[src/rtl/systolic_ctrl.sv]
// Pass sequencer for an N x N systolic array: clears the PEs, reads operand
// columns/rows one k per cycle, and drives skewed, zero-padded edge feeds.
module systolic_ctrl #(
    parameter int N          = 4,
    parameter int DATA_WIDTH = 8,
    parameter int K_W        = 5
) (
    input  logic                    clk,
    input  logic                    rst_n,
    input  logic                    start,
    input  logic [K_W-1:0]          k_len,
    output logic                    busy,
    output logic                    done,
    output logic                    a_rd_en,
    output logic [K_W-1:0]          a_rd_addr,
    input  logic [N*DATA_WIDTH-1:0] a_rd_data,
    output logic                    b_rd_en,
    output logic [K_W-1:0]          b_rd_addr,
    input  logic [N*DATA_WIDTH-1:0] b_rd_data,
    output logic [N*DATA_WIDTH-1:0] a_feed,
    output logic [N*DATA_WIDTH-1:0] b_feed,
    output logic                    pe_clr_n
);
    // Cycle counter spans FEED and DRAIN: at most K + 2N - 1, sized with margin.
    localparam int CW = $clog2((1 << K_W) + 2 * N + 2);

    localparam logic [2:0] ST_IDLE  = 3'd0;
    localparam logic [2:0] ST_CLEAR = 3'd1;
    localparam logic [2:0] ST_FEED  = 3'd2;
    localparam logic [2:0] ST_DRAIN = 3'd3;
    localparam logic [2:0] ST_DONE  = 3'd4;

    localparam logic [CW-1:0] DRAIN_SPAN = CW'(2 * N - 1);

    logic [2:0]              state_r;
    logic [2:0]              state_s;
    logic [K_W-1:0]          k_r;
    logic [K_W-1:0]          k_s;
    logic [CW-1:0]           cnt_r;
    logic [CW-1:0]           cnt_s;
    logic [CW-1:0]           k_ext_s;
    logic                    busy_r;
    logic                    done_r;
    logic                    rd_en_r;
    logic [K_W-1:0]          addr_r;
    logic                    clr_n_r;
    logic                    vld_r;
    logic [N*DATA_WIDTH-1:0] a_lane_s;
    logic [N*DATA_WIDTH-1:0] b_lane_s;

    assign k_ext_s = CW'(k_r);

    // Next-state and counter logic for one pass.
    always_comb begin
        state_s = state_r;
        k_s     = k_r;
        cnt_s   = cnt_r;
        case (state_r)
            ST_IDLE: begin
                cnt_s = {CW{1'b0}};
                if (start) begin
                    state_s = ST_CLEAR;
                    k_s     = k_len;
                end else begin
                    state_s = ST_IDLE;
                end
            end
            ST_CLEAR: begin
                cnt_s = {CW{1'b0}};
                if (k_r == {K_W{1'b0}}) begin
                    state_s = ST_DONE;
                end else begin
                    state_s = ST_FEED;
                end
            end
            ST_FEED: begin
                cnt_s = cnt_r + {{(CW-1){1'b0}}, 1'b1};
                if (cnt_r == k_ext_s - {{(CW-1){1'b0}}, 1'b1}) begin
                    state_s = ST_DRAIN;
                end else begin
                    state_s = ST_FEED;
                end
            end
            ST_DRAIN: begin
                // Last operand reaches PE(N-1,N-1) and clears both PE pipeline stages.
                cnt_s = cnt_r + {{(CW-1){1'b0}}, 1'b1};
                if (cnt_r == k_ext_s + DRAIN_SPAN) begin
                    state_s = ST_DONE;
                end else begin
                    state_s = ST_DRAIN;
                end
            end
            ST_DONE: begin
                state_s = ST_IDLE;
            end
            default: begin
                state_s = ST_IDLE;
            end
        endcase
    end

    // State, counter and registered outputs decoded from the next state.
    always_ff @(posedge clk or negedge rst_n) begin
        if (!rst_n) begin
            state_r <= ST_IDLE;
            k_r     <= {K_W{1'b0}};
            cnt_r   <= {CW{1'b0}};
            busy_r  <= 1'b0;
            done_r  <= 1'b0;
            rd_en_r <= 1'b0;
            addr_r  <= {K_W{1'b0}};
            clr_n_r <= 1'b0;
            vld_r   <= 1'b0;
        end else begin
            state_r <= state_s;
            k_r     <= k_s;
            cnt_r   <= cnt_s;
            busy_r  <= (state_s != ST_IDLE);
            done_r  <= (state_s == ST_DONE);
            rd_en_r <= (state_s == ST_FEED);
            addr_r  <= (state_s == ST_FEED) ? cnt_s[K_W-1:0] : {K_W{1'b0}};
            clr_n_r <= (state_s != ST_CLEAR);
            vld_r   <= rd_en_r;
        end
    end

    assign busy      = busy_r;
    assign done      = done_r;
    assign a_rd_en   = rd_en_r;
    assign b_rd_en   = rd_en_r;
    assign a_rd_addr = addr_r;
    assign b_rd_addr = addr_r;
    assign pe_clr_n  = clr_n_r;

    // The buffer's registered read is the one data stage; outside valid reads feed zeros.
    assign a_lane_s = vld_r ? a_rd_data : {(N*DATA_WIDTH){1'b0}};
    assign b_lane_s = vld_r ? b_rd_data : {(N*DATA_WIDTH){1'b0}};

    assign a_feed[DATA_WIDTH-1:0] = a_lane_s[DATA_WIDTH-1:0];
    assign b_feed[DATA_WIDTH-1:0] = b_lane_s[DATA_WIDTH-1:0];

    for (genvar gi = 1; gi < N; gi++) begin : g_skew
        logic [DATA_WIDTH-1:0] a_pipe_r [gi];
        logic [DATA_WIDTH-1:0] b_pipe_r [gi];

        // Lane gi is delayed by gi stages to form the diagonal wavefront.
        always_ff @(posedge clk or negedge rst_n) begin
            if (!rst_n) begin
                for (int d = 0; d < gi; d++) begin
                    a_pipe_r[d] <= {DATA_WIDTH{1'b0}};
                    b_pipe_r[d] <= {DATA_WIDTH{1'b0}};
                end
            end else begin
                a_pipe_r[0] <= a_lane_s[gi*DATA_WIDTH +: DATA_WIDTH];
                b_pipe_r[0] <= b_lane_s[gi*DATA_WIDTH +: DATA_WIDTH];
                for (int d = 1; d < gi; d++) begin
                    a_pipe_r[d] <= a_pipe_r[d-1];
                    b_pipe_r[d] <= b_pipe_r[d-1];
                end
            end
        end

        assign a_feed[gi*DATA_WIDTH +: DATA_WIDTH] = a_pipe_r[gi-1];
        assign b_feed[gi*DATA_WIDTH +: DATA_WIDTH] = b_pipe_r[gi-1];
    end

endmodule

[config.mk]
export PLATFORM = sky130hd
export DESIGN_NAME = systolic_ctrl
export DESIGN_NICKNAME = d
export VERILOG_FILES = /design/src/rtl/systolic_ctrl.sv
export SDC_FILE = /design/constraint.sdc
export NUM_CORES = 1
export LEC_CHECK = 0
export BUFFER_PORTS_ARGS = -buffer_cell sky130_fd_sc_hd__buf_2
export CORE_ASPECT_RATIO = 1.5
export CORE_MARGIN = 8
export CORE_UTILIZATION = 39
export CTS_BUF_LIST = sky130_fd_sc_hd__clkbuf_16
export DETAILED_ROUTE_END_ITERATION = 16
export PLACE_DENSITY = 0.64
export SLEW_MARGIN = 10
export SYNTH_ARGS = -nofsm -noshare
export SYNTH_HDL_FRONTEND = slang
export SYNTH_SLANG_ARGS = --single-unit
[constraint.sdc]
create_clock -name clk -period 3.6 [get_ports clk]
set_input_delay 0.36 -clock clk [delete_from_list [all_inputs] [get_ports clk]]
set_output_delay 0.36 -clock clk [all_outputs]
set_load 0.005 [all_outputs]
Word level (Yosys, flattened, before mapping)
Cells that the tools add are included.
{"block": "classes", "n_addsub": 3, "eq_ne": 8, "muxes": 9, "n_reduce_logical": 7}
{"op": "2-to-1 mux 32 bit", "n": 2}
{"op": "== test 6 bit", "n": 2}
{"op": "case mux 3 bit (4 select lines)", "n": 1}
{"op": "case mux 6 bit (2 select lines)", "n": 1}
{"op": "== test 3 x 2 -> 1 bit, second input constant", "n": 3}
{"op": "adder 5 x 3 -> 6 bit, second input constant", "n": 1}
{"op": "adder 6 x 1 -> 6 bit, second input constant", "n": 1}
{"op": "2-to-1 mux 3 bit", "n": 2}
{"op": "subtractor 5 x 1 -> 6 bit, second input constant", "n": 1}
{"op": "zero test 5 bit", "n": 1}
{"op": "2-to-1 mux 5 bit", "n": 1}
{"op": "OR reduction 2 bit", "n": 2}
{"op": "== test 3 x 1 -> 1 bit, second input constant", "n": 1}
{"op": "== test 3 bit, second input constant", "n": 1}
{"op": "zero test 3 bit", "n": 1}
{"op": "!= test 3 x 1 -> 1 bit, second input constant", "n": 1}
{"op": "nonzero test 3 bit", "n": 1}
{"op": "2-to-1 mux 1 bit", "n": 2}
{"op": "AND reduction 2 bit", "n": 1}
{"op": "nonzero test 2 bit", "n": 1}
{"block": "totals", "reg_bits": 120, "inputBits": 72, "out_inout_bits": 79, "word_cells": 49}

Logic depth before layout (Yosys ltp)
{"block": "logic_depth", "word_depth": 6, "depth_mapped": 7, "mapped_depth_nobuf": 7}

Least setup slack after synthesis
Ideal clock, no wire load.
{"block": "synth_timing", "path_kind": "register -> register", "startpoint": "register k_r[0]", "endpoint": "register addr_r[1], in the netlist a_rd_addr[1]", "setup_ps": 138, "t_arrival_ps": 1594, "t_required_ps": 3462, "path_slack_ps": 1868, "path_stages_with_launch": 8, "n_path_buf": 0, "cell_sequence": "dfrtp_1 > inv_1 > ha_1 > xnor2_1 > nor3_1 > nor3b_1 > a31o_4 > nor4b_2"}
{"block": "synth_via", "elab_chain_len": 6, "word_cells_on_any_way": 11}
{"element": "start: declaration", "line": "37", "source": "logic [K_W-1:0] k_r;"}
{"element": "start signal: assignment", "line": "106", "source": "k_r <= {K_W{1'b0}};"}
{"element": "start signal: assignment", "line": "116", "source": "k_r <= k_s;"}
{"element": "adder 5 x 3 -> 6 bit or subtractor 5 x 1 -> 6 bit (tied branches)", "line": "87, 78"}
{"element": "== test 6 bit (on tied branches)", "line": "87, 78"}
{"element": "2-to-1 mux 3 bit or 2-to-1 mux 1 bit (tied branches)", "line": "87, 78"}
{"element": "case mux 3 bit (4 select lines) (*)", "line": "58", "source": "case (state_r)"}
{"element": "== test 3 x 2 -> 1 bit (*)", "line": "121", "source": "addr_r <= (state_s == ST_FEED) ? cnt_s[K_W-1:0] : {K_W{1'b0}};"}
{"element": "2-to-1 mux 5 bit (*)", "line": "121"}
{"element": "end signal: assignment", "line": "111", "source": "addr_r <= {K_W{1'b0}};"}
{"element": "end signal: assignment", "line": "121"}
{"element": "end: declaration", "line": "45", "source": "logic [K_W-1:0] addr_r;"}
Every way passes the cells marked *; elsewhere a longest branch is shown, timed or not.
A chain may end at the register's enable or synchronous reset.

Worst setup path in the final report
{"block": "layout_timing", "startpoint": "register vld_r", "endpoint": "output port a_feed[0]"}
{"block": "layout_via", "elab_chain_len": 1}
{"element": "start: declaration", "line": "47", "source": "logic vld_r;"}
{"element": "start signal: assignment", "line": "123", "source": "vld_r <= rd_en_r;"}
{"element": "2-to-1 mux 32 bit", "line": "136", "source": "assign a_lane_s = vld_r ? a_rd_data : {(N*DATA_WIDTH){1'b0}};"}
{"element": "end: declaration", "line": "20", "source": "output logic [N*DATA_WIDTH-1:0] a_feed,"}
Every way passes these cells.

==> results.yml <==
logic_synthesis:
  synth_simple_gate_area_share_pct: 14.8
  synth_fa_ha_area_share_pct: 0.566
  synth_xor_area_share_pct: 2.52
  avgSynthCellArea_um2: 13.4
  muxShareOfSynthArea_pct: 0.991
  ys_types: 31
  synth-compound-area-share_pct: 2.58
  synth_warnings: 0
  synthesis.area_mm2: 0.00442
  synth_seq_area_share_pct: 68.0
  ys_seq_elements: 120
  synth_top_family_by_area: "simple AND/OR/NAND/NOR gates"
  synth_cells: 329
  synth_nets: 403
clock_tree:
  cts_sinks: 120
  ctsHtreeMaxLevel: 4
  root_buffer: "clkbuf_16"
  clk_path_buf_depth: 2
  cts_made_buffers: 17
  tritoncts: "built"
  clock_latency_ns: 0.40
  cts_setup_buffers: 0
  clkTransAtPathRegs_ns: 0.06
placed_design:
  place.gp.congestion: 0.758
  dpl.cell_count: 566
  port_buffers: 150
  place_ws_ns: 1.59
  hpwl_um: 6460
timing:
  setup_violations: 0
  fin_crit_sh_pct: 57.4
  tightest_slew_ns: 0.930
  period_minus_slack_ns: 2.07
  timing.setup.tns_ns: 0
  rsz0062_at_grt: "false"
  drv_slew: 0
  maxSlewHeadroom_pct: 38.0
  clock_skew_ns: 0.00533
  final_hold_viol_count: 0
  worst_slack_ns: 1.53
  max_freq_ghz: 0.484
power_and_ir_drop:
  clkPwrFrac_pct: 36.3
  internal_power_mw: 3.36
  p_per_area_mw_per_mm2: 839
  p_comb_share_pct: 21.4
  share_seq_of_total_power_pct: 42.3
  p_leak_nw: 2.91
  p_switching_mw: 1.30
  p_sw_share_pct: 27.9
  vdd_ir_drop_max_uv: 336
  p_total_mw: 4.66
critical_path:
  cp_slowest_cell: "dfrtp_1"
  path_cells: "and2_1, buf_2"
  cpPeakStageDelay_ns: 0.94
  r2r.worst_path.cells: 7
  cp-end-kind: "output port"
  crit_arrival_ns: 1.71
  path_class: "reg2out"
  crit_fanout: 41
  worstSetupStartpointType: "register"
  worstPathRequired_ns: 3.24
grt:
  grt_start_max_net_pins: 46
  grt_first_pass_wirelength_um: 13900
  grt_pass1_vias: 2805
  track_usage_pct: 12.2
  antenna_found_initial: 0
  grt_overflow: 0
routing:
  vias_per_cell: 4.32
  wl_per_cell_um: 14.4
  route.detailed.drc: 0
  drt_first_pass_iters: 4
  routed_wl_um: 8620
  via_count: 2586
  drt-initial-drc-count: 108
  ant_nets: 0
finish:
  drive_gt1_share_pct: 42.7
  fin_cells: 599
  n_antenna_cell: 0
  syn2layout_area_growth_pct: 25.7
  multiInputGateArea_um2: 948
  fin_nets: 513
  seq_area_mm2: 0.00300
  nFillCells: 996
die:
  die_x_um: 103
  die_y_um: 146
  std_cell_rows: 47
  ios: 151
  die-area_mm2: 0.0151
  core_area_mm2: 0.0111
  start_util_pct: 40.0
hold_path:
  min_path_cells: 2
  hold_class: "in2reg"
job:
  max-cap-violations: 0
outcome:
  status: "completed"
-- worst max-delay path, delay by kind of cell (launching register included) --
| family | cells | cell delay, ns |
|---|---|---|
| flip-flops | 1 | 0.94 |
| AND/OR/NAND/NOR | 1 | 0.24 |
| buffers and inverters | 1 | 0.11 |
-- state kept, by name (all words and copies together), names as in the netlist --
signal           cells
a_rd_en              1
b_feed              16
cnt_r                6
a_feed              16
a_rd_addr            5
g_skew.b_pipe_r     32
vld_r                1
state_r              3
k_r                  5
busy                 1
done                 1
g_skew.a_pipe_r     32
pe_clr_n             1
-- cell usage after synthesis --
cell | n | area, µm²
mux2_2 | 3 | 33.8
inv_1 | 6 | 22.5
and3_1 | 2 | 12.5
nand4b_1 | 1 | 8.76
xnor2_1 | 5 | 43.8
a21oi_1 | 3 | 15.0
buf_1 | 1 | 3.75
xor3_1 | 1 | 23.8
nor4bb_2 | 3 | 48.8
xor2_1 | 5 | 43.8
buf_2 | 1 | 5.00
o22a_1 | 1 | 8.76
and2_1 | 64 | 400
dfrtp_1 | 120 | 3000
o21bai_1 | 1 | 7.51
nand2b_1 | 3 | 18.8
o211ai_1 | 1 | 7.51
nor3_1 | 6 | 30.0
nor3b_1 | 3 | 22.5
buf_4 | 54 | 405
a31o_4 | 1 | 17.5
mux2i_1 | 1 | 10.0
nand3_1 | 3 | 15.0
ha_1 | 2 | 25.0
nand2_1 | 10 | 37.5
nor2_1 | 8 | 30.0
o21ai_0 | 8 | 40.0
o311ai_0 | 1 | 8.76
clkbuf_1 | 8 | 30.0
o31a_1 | 1 | 8.76
nor4b_2 | 2 | 30.0
-- cell type report --
| type | count | area share (%) |
|---|---|---|
| Clock buffer | 17 | 7.66 |
| Tap cell | 147 | 3.31 |
| Sequential cell | 120 | 54.1 |
| Clock inverter | 15 | 3.20 |
| Multi-Input combinational cell | 139 | 17.1 |
| Timing Repair Buffer | 155 | 14.3 |
| Inverter | 6 | 0.405 |
-- what timing repair did --
action | CTS | global route
endpoints found under the setup margin | 0 | 0
hold buffers | 1 | 0
resized for setup | 0 | 0
endpoints found under the hold margin | 43 | 0
-- layer usage --
metal	up-vias	track usage (%)	routed length [µm]
met5	-	0	0
met4	0	7.35	269
met3	21	5.76	840
met2	121	18.8	4230
met1	1236	13.3	3280
li1	1208	-	-
-- power by group through the flow --
stage	clock network, mW	registers [mW]	logic (mW)
final	1.69	1.97	0.999
after global routing	1.81	2.03	1.12
after CTS	1.73	1.98	1.02
after detailed placement	0	2.00	1.02
after global placement	0	1.98	0.988
after floorplan	0	1.91	0.833
-- worst paths after layout --
check / from / endpoint / slack (ns)
hold reg to reg: g_skew[3].a_pipe_r[21] / g_skew[3].a_pipe_r[13] / 0.34
min in group asynchronous: rst_n / a_feed[30] / 0.48
setup reg to reg: k_r[0] / a_rd_en / 1.55
max in group asynchronous: rst_n / a_rd_addr[2] / 2.22
hold / removal: b_rd_data[15] / g_skew[1].b_pipe_r[7] / 0.17
setup / recovery: vld_r / a_feed[0] / 1.53
-- stage by stage --
stage	utilization, %	hold slack [ns]	area [µm²]
floorplan	-	0.0644	4420
global placement	44.7	0.331	4940
detailed placement	44.7	0.335	4940
CTS	50.2	0.144	5550
global route	50.2	0.147	5550
finish	50.2	0.166	5550
-- placed cells by master, fill, tap and decap left out, drive strengths merged, types with 5 or more instances in the layout --
cell type,instances
buf,154
dfrtp,120
and2,64
clkbuf,17
nand2,10
inv,10
o21ai,8
nor2,8
nor3,6
clkinv,6
xor2,5
xnor2,5
-- kinds of logic after synthesis --
logic type                 Yosys count
AOI/OAI and AO/OA                   17
adders and majority gates            2
xor gates and xnor gates            11
buffers and inverters               70
and+or+nand+nor                    105
muxes                                4
DFF                                120
(Power assumes the default switching activity.)
